File: src/rtl/rv_lsu_if.sv
// Data-bus bundle between the load/store unit (master) and memory (slave).
interface rv_lsu_if #(
    parameter int XLEN = 32
);
    logic              data_read_out;
    logic              data_write_out;
    logic [XLEN/8-1:0] data_write_mask_out;
    logic [XLEN-1:0]   data_address_out;
    logic [XLEN-1:0]   data_write_value_out;
    logic [XLEN-1:0]   data_read_value_in;
    logic              data_ready_in;

    modport master (
        output data_read_out,
        output data_write_out,
        output data_write_mask_out,
        output data_address_out,
        output data_write_value_out,
        input  data_read_value_in,
        input  data_ready_in
    );

    modport slave (
        input  data_read_out,
        input  data_write_out,
        input  data_write_mask_out,
        input  data_address_out,
        input  data_write_value_out,
        output data_read_value_in,
        output data_ready_in
    );
endinterface

File: src/rtl/rv_lsu.sv
// Load/store stage: IDLE/WAIT/DONE bus sequencer with lane steering.
// Define RV_LSU_MISALIGN_TRAP_EN to trap misaligned accesses.
module rv_lsu #(
    parameter int XLEN = 32
) (
    input  logic            clk,
    input  logic            reset,
    input  logic            stall_in,
    input  logic            flush_in,
    input  logic            valid_in,
    input  logic            read_in,
    input  logic            write_in,
    input  logic [1:0]      width_in,
    input  logic            zero_extend_in,
    input  logic [4:0]      rd_in,
    input  logic            rd_write_in,
    input  logic [XLEN-1:0] result_in,
    input  logic [XLEN-1:0] rs2_value_in,
    rv_lsu_if.master        bus,
    output logic            valid_out,
    output logic [4:0]      rd_out,
    output logic            rd_write_out,
    output logic [XLEN-1:0] rd_value_out,
    output logic            busy_out,
    output logic            misaligned_out
);
    localparam int NB = XLEN / 8;
    localparam int LB = $clog2(NB);

    typedef enum logic [1:0] {IDLE, WAIT, DONE} state_t;

    function automatic int unsigned acc_bytes(input logic [1:0] w);
        unique case (w)
            2'b01:   acc_bytes = 2;
            2'b10:   acc_bytes = 1;
            2'b11:   acc_bytes = (XLEN == 64) ? 8 : 4;
            default: acc_bytes = 4;
        endcase
    endfunction

    function automatic logic [LB-1:0] size_mask(input logic [1:0] w);
        size_mask = LB'(acc_bytes(w) - 1);
    endfunction

    function automatic logic [NB-1:0] lane_mask(
        input logic [LB-1:0] off,
        input logic [1:0]    w
    );
        lane_mask = NB'((32'd1 << acc_bytes(w)) - 32'd1) << off;
    endfunction

    function automatic logic [XLEN-1:0] lane_data(
        input logic [XLEN-1:0] d,
        input logic [1:0]      w
    );
        unique case (w)
            2'b01:   lane_data = {(NB/2){d[15:0]}};
            2'b10:   lane_data = {NB{d[7:0]}};
            2'b11:   lane_data = d;
            default: lane_data = {(XLEN/32){d[31:0]}};
        endcase
    endfunction

    // keep covers the access width; its top bit picks the sign
    function automatic logic [XLEN-1:0] load_fmt(
        input logic [XLEN-1:0] d,
        input logic [LB-1:0]   off,
        input logic [1:0]      w,
        input logic            zx
    );
        logic [XLEN-1:0] s;
        logic [XLEN-1:0] keep;
        logic            sgn;
        s        = d >> {off, 3'b000};
        keep     = ~({XLEN{1'b1}} << (acc_bytes(w) * 8));
        sgn      = !zx && |(s & keep & ~(keep >> 1));
        load_fmt = (s & keep) | ({XLEN{sgn}} & ~keep);
    endfunction

    state_t state, state_nx;

    logic            q_read, q_write, q_zx, q_rd_write, kill;
    logic [1:0]      q_width;
    logic [4:0]      q_rd;
    logic [XLEN-1:0] q_addr, q_wdata, done_value;
    logic [NB-1:0]   q_mask;
    logic [LB-1:0]   q_off;

    logic            mem_op, misalign, issue, wait_req, kill_now, ld;
    logic [LB-1:0]   in_off;
    logic            nx_valid, nx_rd_write;
    logic [4:0]      nx_rd;
    logic [XLEN-1:0] nx_value, wait_value;

    assign mem_op = valid_in & (read_in | write_in);
    assign in_off = result_in[LB-1:0] & ~size_mask(width_in);

`ifdef RV_LSU_MISALIGN_TRAP_EN
    assign misalign = mem_op
                    & |(result_in[LB-1:0] & size_mask(width_in));
`else
    assign misalign = 1'b0;
`endif

    assign issue = !reset && state == IDLE && mem_op && !stall_in
                 && !flush_in && !misalign;
    assign wait_req   = !reset && state == WAIT;
    assign kill_now   = kill | flush_in;
    assign busy_out   = (issue | wait_req) & !bus.data_ready_in;
    assign wait_value = q_read
        ? load_fmt(bus.data_read_value_in, q_off, q_width, q_zx)
        : q_addr;

    always_comb begin
        bus.data_read_out        = 1'b0;
        bus.data_write_out       = 1'b0;
        bus.data_write_mask_out  = '0;
        bus.data_address_out     = '0;
        bus.data_write_value_out = '0;
        if (wait_req) begin
            bus.data_read_out        = q_read;
            bus.data_write_out       = q_write;
            bus.data_write_mask_out  = q_mask;
            bus.data_address_out     = q_addr;
            bus.data_write_value_out = q_wdata;
        end else if (issue) begin
            bus.data_read_out        = read_in;
            bus.data_write_out       = write_in;
            bus.data_write_mask_out  = lane_mask(in_off, width_in);
            bus.data_address_out     = result_in;
            bus.data_write_value_out = lane_data(rs2_value_in, width_in);
        end
    end

    always_comb begin
        state_nx    = state;
        ld          = 1'b0;
        nx_valid    = 1'b0;
        nx_rd       = q_rd;
        nx_rd_write = 1'b0;
        nx_value    = wait_value;
        unique case (state)
            IDLE: begin
                nx_rd    = rd_in;
                nx_value = result_in;
                if (flush_in) begin
                    ld = 1'b1;
                end else if (!stall_in) begin
                    ld          = 1'b1;
                    nx_valid    = valid_in;
                    nx_rd_write = rd_write_in & !misalign;
                    if (issue && read_in)
                        nx_value = load_fmt(bus.data_read_value_in,
                                            in_off, width_in,
                                            zero_extend_in);
                    if (issue && !bus.data_ready_in) begin
                        state_nx    = WAIT;
                        nx_valid    = 1'b0;
                        nx_rd_write = 1'b0;
                    end
                end
            end
            WAIT: begin
                if (bus.data_ready_in) begin
                    if (stall_in) begin
                        state_nx = DONE;
                    end else begin
                        ld          = 1'b1;
                        state_nx    = IDLE;
                        nx_valid    = !kill_now;
                        nx_rd_write = q_rd_write & !kill_now;
                    end
                end
            end
            DONE: begin
                if (!stall_in) begin
                    ld          = 1'b1;
                    state_nx    = IDLE;
                    nx_valid    = !kill_now;
                    nx_rd_write = q_rd_write & !kill_now;
                    nx_value    = done_value;
                end
            end
            default: state_nx = IDLE;
        endcase
    end

    always_ff @(posedge clk) begin
        if (reset) state <= IDLE;
        else       state <= state_nx;
    end

    always_ff @(posedge clk) begin
        if (reset) begin
            valid_out    <= 1'b0;
            rd_out       <= '0;
            rd_write_out <= 1'b0;
            rd_value_out <= '0;
        end else if (ld) begin
            valid_out    <= nx_valid;
            rd_out       <= nx_rd;
            rd_write_out <= nx_rd_write;
            rd_value_out <= nx_value;
        end
    end

    always_ff @(posedge clk) begin
        if (reset) begin
            kill       <= 1'b0;
            q_read     <= 1'b0;
            q_write    <= 1'b0;
            q_zx       <= 1'b0;
            q_rd_write <= 1'b0;
            q_width    <= '0;
            q_rd       <= '0;
            q_addr     <= '0;
            q_wdata    <= '0;
            q_mask     <= '0;
            q_off      <= '0;
            done_value <= '0;
        end else begin
            if (issue) begin
                kill       <= 1'b0;
                q_read     <= read_in;
                q_write    <= write_in;
                q_zx       <= zero_extend_in;
                q_rd_write <= rd_write_in;
                q_width    <= width_in;
                q_rd       <= rd_in;
                q_addr     <= result_in;
                q_wdata    <= lane_data(rs2_value_in, width_in);
                q_mask     <= lane_mask(in_off, width_in);
                q_off      <= in_off;
            end else if (state != IDLE && flush_in) begin
                kill <= 1'b1;
            end
            if (state == WAIT && bus.data_ready_in && stall_in)
                done_value <= wait_value;
        end
    end

`ifdef RV_LSU_MISALIGN_TRAP_EN
    logic mis_q;

    always_ff @(posedge clk) begin
        if (reset)
            mis_q <= 1'b0;
        else if (ld)
            mis_q <= (state == IDLE) & !flush_in & misalign;
    end

    assign misaligned_out = mis_q;
`else
    assign misaligned_out = 1'b0;
`endif
endmodule

File: src/flat_wrapper.sv
// flat-port wrapper written by rule: the top's interface ports become plain ports
module rv_lsu_flat 
#(
    parameter int XLEN = 32
)
  (clk, reset, stall_in, flush_in, valid_in, read_in, write_in, width_in, zero_extend_in, rd_in, rd_write_in, result_in, rs2_value_in, valid_out, rd_out, rd_write_out, rd_value_out, busy_out, misaligned_out, bus_data_read_out, bus_data_write_out, bus_data_write_mask_out, bus_data_address_out, bus_data_write_value_out, bus_data_read_value_in, bus_data_ready_in);
  rv_lsu_if #(.XLEN(XLEN)) bus_i ();
  input  logic clk;
  input  logic reset;
  input  logic stall_in;
  input  logic flush_in;
  input  logic valid_in;
  input  logic read_in;
  input  logic write_in;
  input  logic [1:0] width_in;
  input  logic zero_extend_in;
  input  logic [4:0] rd_in;
  input  logic rd_write_in;
  input  logic [XLEN-1:0] result_in;
  input  logic [XLEN-1:0] rs2_value_in;
  output logic valid_out;
  output logic [4:0] rd_out;
  output logic rd_write_out;
  output logic [XLEN-1:0] rd_value_out;
  output logic busy_out;
  output logic misaligned_out;
  output wire logic [$bits(bus_i.data_read_out)-1:0] bus_data_read_out;
  output wire logic [$bits(bus_i.data_write_out)-1:0] bus_data_write_out;
  output wire logic [$bits(bus_i.data_write_mask_out)-1:0] bus_data_write_mask_out;
  output wire logic [$bits(bus_i.data_address_out)-1:0] bus_data_address_out;
  output wire logic [$bits(bus_i.data_write_value_out)-1:0] bus_data_write_value_out;
  input wire logic [$bits(bus_i.data_read_value_in)-1:0] bus_data_read_value_in;
  input wire logic [$bits(bus_i.data_ready_in)-1:0] bus_data_ready_in;
  assign bus_data_read_out = bus_i.data_read_out;
  assign bus_data_write_out = bus_i.data_write_out;
  assign bus_data_write_mask_out = bus_i.data_write_mask_out;
  assign bus_data_address_out = bus_i.data_address_out;
  assign bus_data_write_value_out = bus_i.data_write_value_out;
  assign bus_i.data_read_value_in = bus_data_read_value_in;
  assign bus_i.data_ready_in = bus_data_ready_in;
  rv_lsu #(.XLEN(XLEN)) u_core (.clk(clk), .reset(reset), .stall_in(stall_in), .flush_in(flush_in), .valid_in(valid_in), .read_in(read_in), .write_in(write_in), .width_in(width_in), .zero_extend_in(zero_extend_in), .rd_in(rd_in), .rd_write_in(rd_write_in), .result_in(result_in), .rs2_value_in(rs2_value_in), .bus(bus_i), .valid_out(valid_out), .rd_out(rd_out), .rd_write_out(rd_write_out), .rd_value_out(rd_value_out), .busy_out(busy_out), .misaligned_out(misaligned_out));
endmodule
File: config.mk
export PLATFORM = sky130hd
export DESIGN_NAME = rv_lsu_flat
export DESIGN_NICKNAME = d
export VERILOG_FILES = /design/src/rtl/rv_lsu_if.sv /design/src/rtl/rv_lsu.sv /design/src/flat_wrapper.sv
export SDC_FILE = /design/constraint.sdc
export NUM_CORES = 1
export LEC_CHECK = 0
export BUFFER_PORTS_ARGS = -buffer_cell sky130_fd_sc_hd__buf_2
export CORE_MARGIN = 3
export CORE_UTILIZATION = 45
export CTS_CLUSTER_DIAMETER = 60
export DETAILED_ROUTE_END_ITERATION = 16
export GPL_TIMING_DRIVEN = 0
export PLACE_DENSITY_LB_ADDON = 0.25
export SLEW_MARGIN = 20
export SYNTH_ARGS = -nofsm -noshare
export SYNTH_HDL_FRONTEND = slang
export SYNTH_SLANG_ARGS = --single-unit
File: constraint.sdc
create_clock -name clk -period 5.8 [get_ports clk]
set_input_delay 0.87 -clock clk [delete_from_list [all_inputs] [get_ports clk]]
set_output_delay 0.87 -clock clk [all_outputs]
set_load 0.01 [all_outputs]
==> flow_summary_export.csv <==
group,metric,value,unit
run_status,run_status,"finished clean",
sta,period_share,0.741,
die,row_count,51,
clocking,ctsHtreeMaxLevel,4,
placed_design,hpwlAfterDp,29.7,mm
worst_setup_path,setup.worst_path.start_class,"input port",
routing,firstDrtPassIters,7,
sta,relSlewSlack,0.313,
logic_synthesis,synth_cell_types,62,
sta,period_needed,4300,ps
placed_design,dp_cells,1639,
die,die-width,148,um
logic_synthesis,ys_ff_latch,155,
logic_synthesis,synthesis.area,9010,sq um
clocking,clockBufferDepth,2,
worst_setup_path,worstPathMaxFanout,10,
die,start_util,0.460,
die,fp.dieH,148,um
clocking,clkSlewWorstSetupHoldPaths,70,ps
pwr,leakage,5.12,nW
grt,gr-total-overflow,0,
logic_synthesis,yosys_most_used_dff,"dfxtp_1",
worst_setup_path,end_kind,"output pin",
placed_design,io_buffers,220,
grt,grt_pass1_wl,56.8,mm
logic_synthesis,synth_edf_count,0,
clocking,clk-insertion-delay-late,450,ps
pwr,ir_drop,0.201,mV
routing,drc,0,
clocking,cts_setup_buffers,0,
clocking,postCtsHoldBufs,0,
worst_setup_path,cp.arrival,3430,ps
finish,fin_util,0.565,
finish,finalNonFillerCells,1670,
logic_synthesis,avgSynthCellArea,7.81,sq um
clocking,cts-root-buf,"clkbuf_16",
placed_design,placed_cell_area,10500,sq um
finish,finalInstanceArea,11100,sq um
placed_design,routabilityCongestion,1.03,
worst_hold_path,min_path_type,"reg2reg",
sta,setup_viol,0,
clocking,cts_buffers,17,
finish,num_antenna_cells,0,
finish,fin_nets,1510,
worst_setup_path,crit_required,4930,ps
grt,grt_max_degree,17,
clocking,cts_resized,0,
sta,skew,9.48,ps
routing,vias_per_cell,6.25,
die,ios,224,
routing,dr_total_vias,10400,
logic_synthesis,yosysSeqAreaShare,0.344,
flow_run,maxCapViolations,0,
pwr,p_total,0.00278,W
grt,grt_pass1_vias,9463,
logic_synthesis,synthArstFlopShare,0,
sta,hold_violations,0,
clocking,cts_tree,"done",
routing,drt-initial-drc-count,1209,
logic_synthesis,synthCells,1154,
die,core-area,19600,sq um
sta,rsz0062_at_grt,"false",
sta,fin_tns_setup,0,ps
grt,antenna_found_initial,1,
pwr,power_density,251,nW/um^2
sta,tightest_slew,1030,ps
grt,grt_usage,0.338,
clocking,cts.sinks,155,
routing,detail-route-antenna-nets,0,
die,dieArea,21800,sq um
sta,final_max_slew_viol_count,0,
finish,layout-drive-gt1-share,0.231,
logic_synthesis,syn_nets,1271,
finish,area_growth_syn_to_layout,22.7,%
worst_setup_path,critPathKind,"in2out",
routing,wl_per_cell,23.0,um
sta,fmax,233,MHz
logic_synthesis,synth_warnings,0,
routing,totalWireLength,38.3,mm
[sequential cells by signal, summed over array words and instances (netlist names)]
| signal | cells |
|---|---|
| u_core.rd_out | 5 |
| u_core.rd_value_out | 32 |
| u_core.state | 2 |
| u_core.kill | 1 |
| u_core.q_mask | 4 |
| u_core.q_off | 2 |
| u_core.q_rd_write | 1 |
| u_core.q_read | 1 |
| u_core.q_wdata | 32 |
| u_core.q_width | 2 |
| u_core.q_zx | 1 |
| u_core.q_rd | 5 |
| u_core.done_value | 32 |
| u_core.valid_out | 1 |
| u_core.rd_write_out | 1 |
| u_core.q_addr | 32 |
| u_core.q_write | 1 |
[worst max-delay path, stage by stage]
cell      delay (ps)
buf_2            140
nor3b_2          810
o211ai_1         260
clkbuf_1         400
clkbuf_1         440
o21ai_0          310
buf_2            180
[metal layers]
metal | vias to the layer above | wire, um | GRT usage
li1 | 4696 | - | -
met1 | 4957 | 15100 | 0.435
met2 | 660 | 17700 | 0.549
met3 | 120 | 3890 | 0.0837
met4 | 2 | 1630 | 0.132
met5 | - | 13 | 0
[cell families after synthesis]
group	synth area share
AND/OR/NAND/NOR	0.194
AO/OA/AOI/OAI	0.309
flip-flops	0.344
buffers and inverters	0.0582
multiplexers	0.0892
adder cells (fa/ha/maj)	0.00555
other	0.000416
[where the power goes]
group | leakage [nW] | switching, W | total [W] | internal (W)
combinational | 3.56 | 0.000293 | 0.000458 | 0.000165
sequential | 1.26 | 0.0000264 | 0.00113 | 0.00110
clock | 0.290 | 0.000496 | 0.00119 | 0.000694
[final cells by class]
| cell class | instances | area (sq um) |
|---|---|---|
| fill | 1948 | 8530 |
| multi-input combinational | 878 | 5390 |
| sequential | 155 | 3100 |
| timing repair buffer | 220 | 1100 |
| buffer | 108 | 475 |
| clock buffer | 20 | 447 |
| tap | 265 | 332 |
| clock inverter | 11 | 160 |
| inverter | 13 | 48.8 |
[synthesized netlist by cell type (all sizes together) (15+ instances only)]
| library cell | number | area share |
|---|---|---|
| nor3 | 21 | 0.012 |
| a221o | 15 | 0.017 |
| mux2 | 15 | 0.019 |
| dfxtp | 155 | 0.34 |
| clkbuf | 75 | 0.031 |
| a21o | 44 | 0.037 |
| nand2 | 206 | 0.086 |
| a311oi | 15 | 0.015 |
| mux2i | 41 | 0.046 |
| a221oi | 28 | 0.028 |
| o21ai | 65 | 0.036 |
| nor2 | 148 | 0.062 |
| a21oi | 63 | 0.035 |
| a22o | 36 | 0.035 |
| buf | 33 | 0.022 |
| o22ai | 17 | 0.012 |
| a22oi | 24 | 0.020 |
[placed cells by master, fill, tap and decap left out, types with 10 or more instances in the layout]
cell type / synthesis / final
a21o_1: 44 / 44
a21oi_1: 63 / 63
a221o_1: 15 / 15
a221oi_1: 27 / 27
a22o_1: 36 / 36
a22oi_1: 24 / 24
a311oi_1: 15 / 15
a31oi_1: 14 / 14
buf_2: 20 / 240
clkbuf_1: 75 / 77
clkbuf_16: 0 / 17
dfxtp_1: 155 / 155
inv_1: 12 / 12
mux2_2: 15 / 15
mux2i_1: 41 / 41
mux4_2: 10 / 10
nand2_1: 206 / 206
nor2_1: 147 / 147
nor3_1: 20 / 19
o211ai_1: 10 / 10
o21ai_0: 64 / 64
o22ai_1: 17 / 17
o2bb2ai_1: 12 / 12
[path summary, 6_finish.rpt]
check	from	endpoint	slack, ps	depth (start not counted)
worst max register to register	u_core.state[0]	u_core.rd_value_out[5]	3070	8
worst min-delay path	u_core.q_wdata[19]	u_core.q_wdata[19]	450	1
worst max-delay path	stall_in	bus_data_write_mask_out[2]	1500	7
worst min register to register	u_core.q_wdata[19]	u_core.q_wdata[19]	450	1
[per-stage QoR]
stage	hold WS [ps]	setup WS, ps
2_1_floorplan	427	2600
3_3_place_gp	434	1540
3_5_place_dp	445	1680
4_1_cts	459	1670
5_1_grt	474	1480
6_report	454	1500
(Power assumes the default switching activity.)
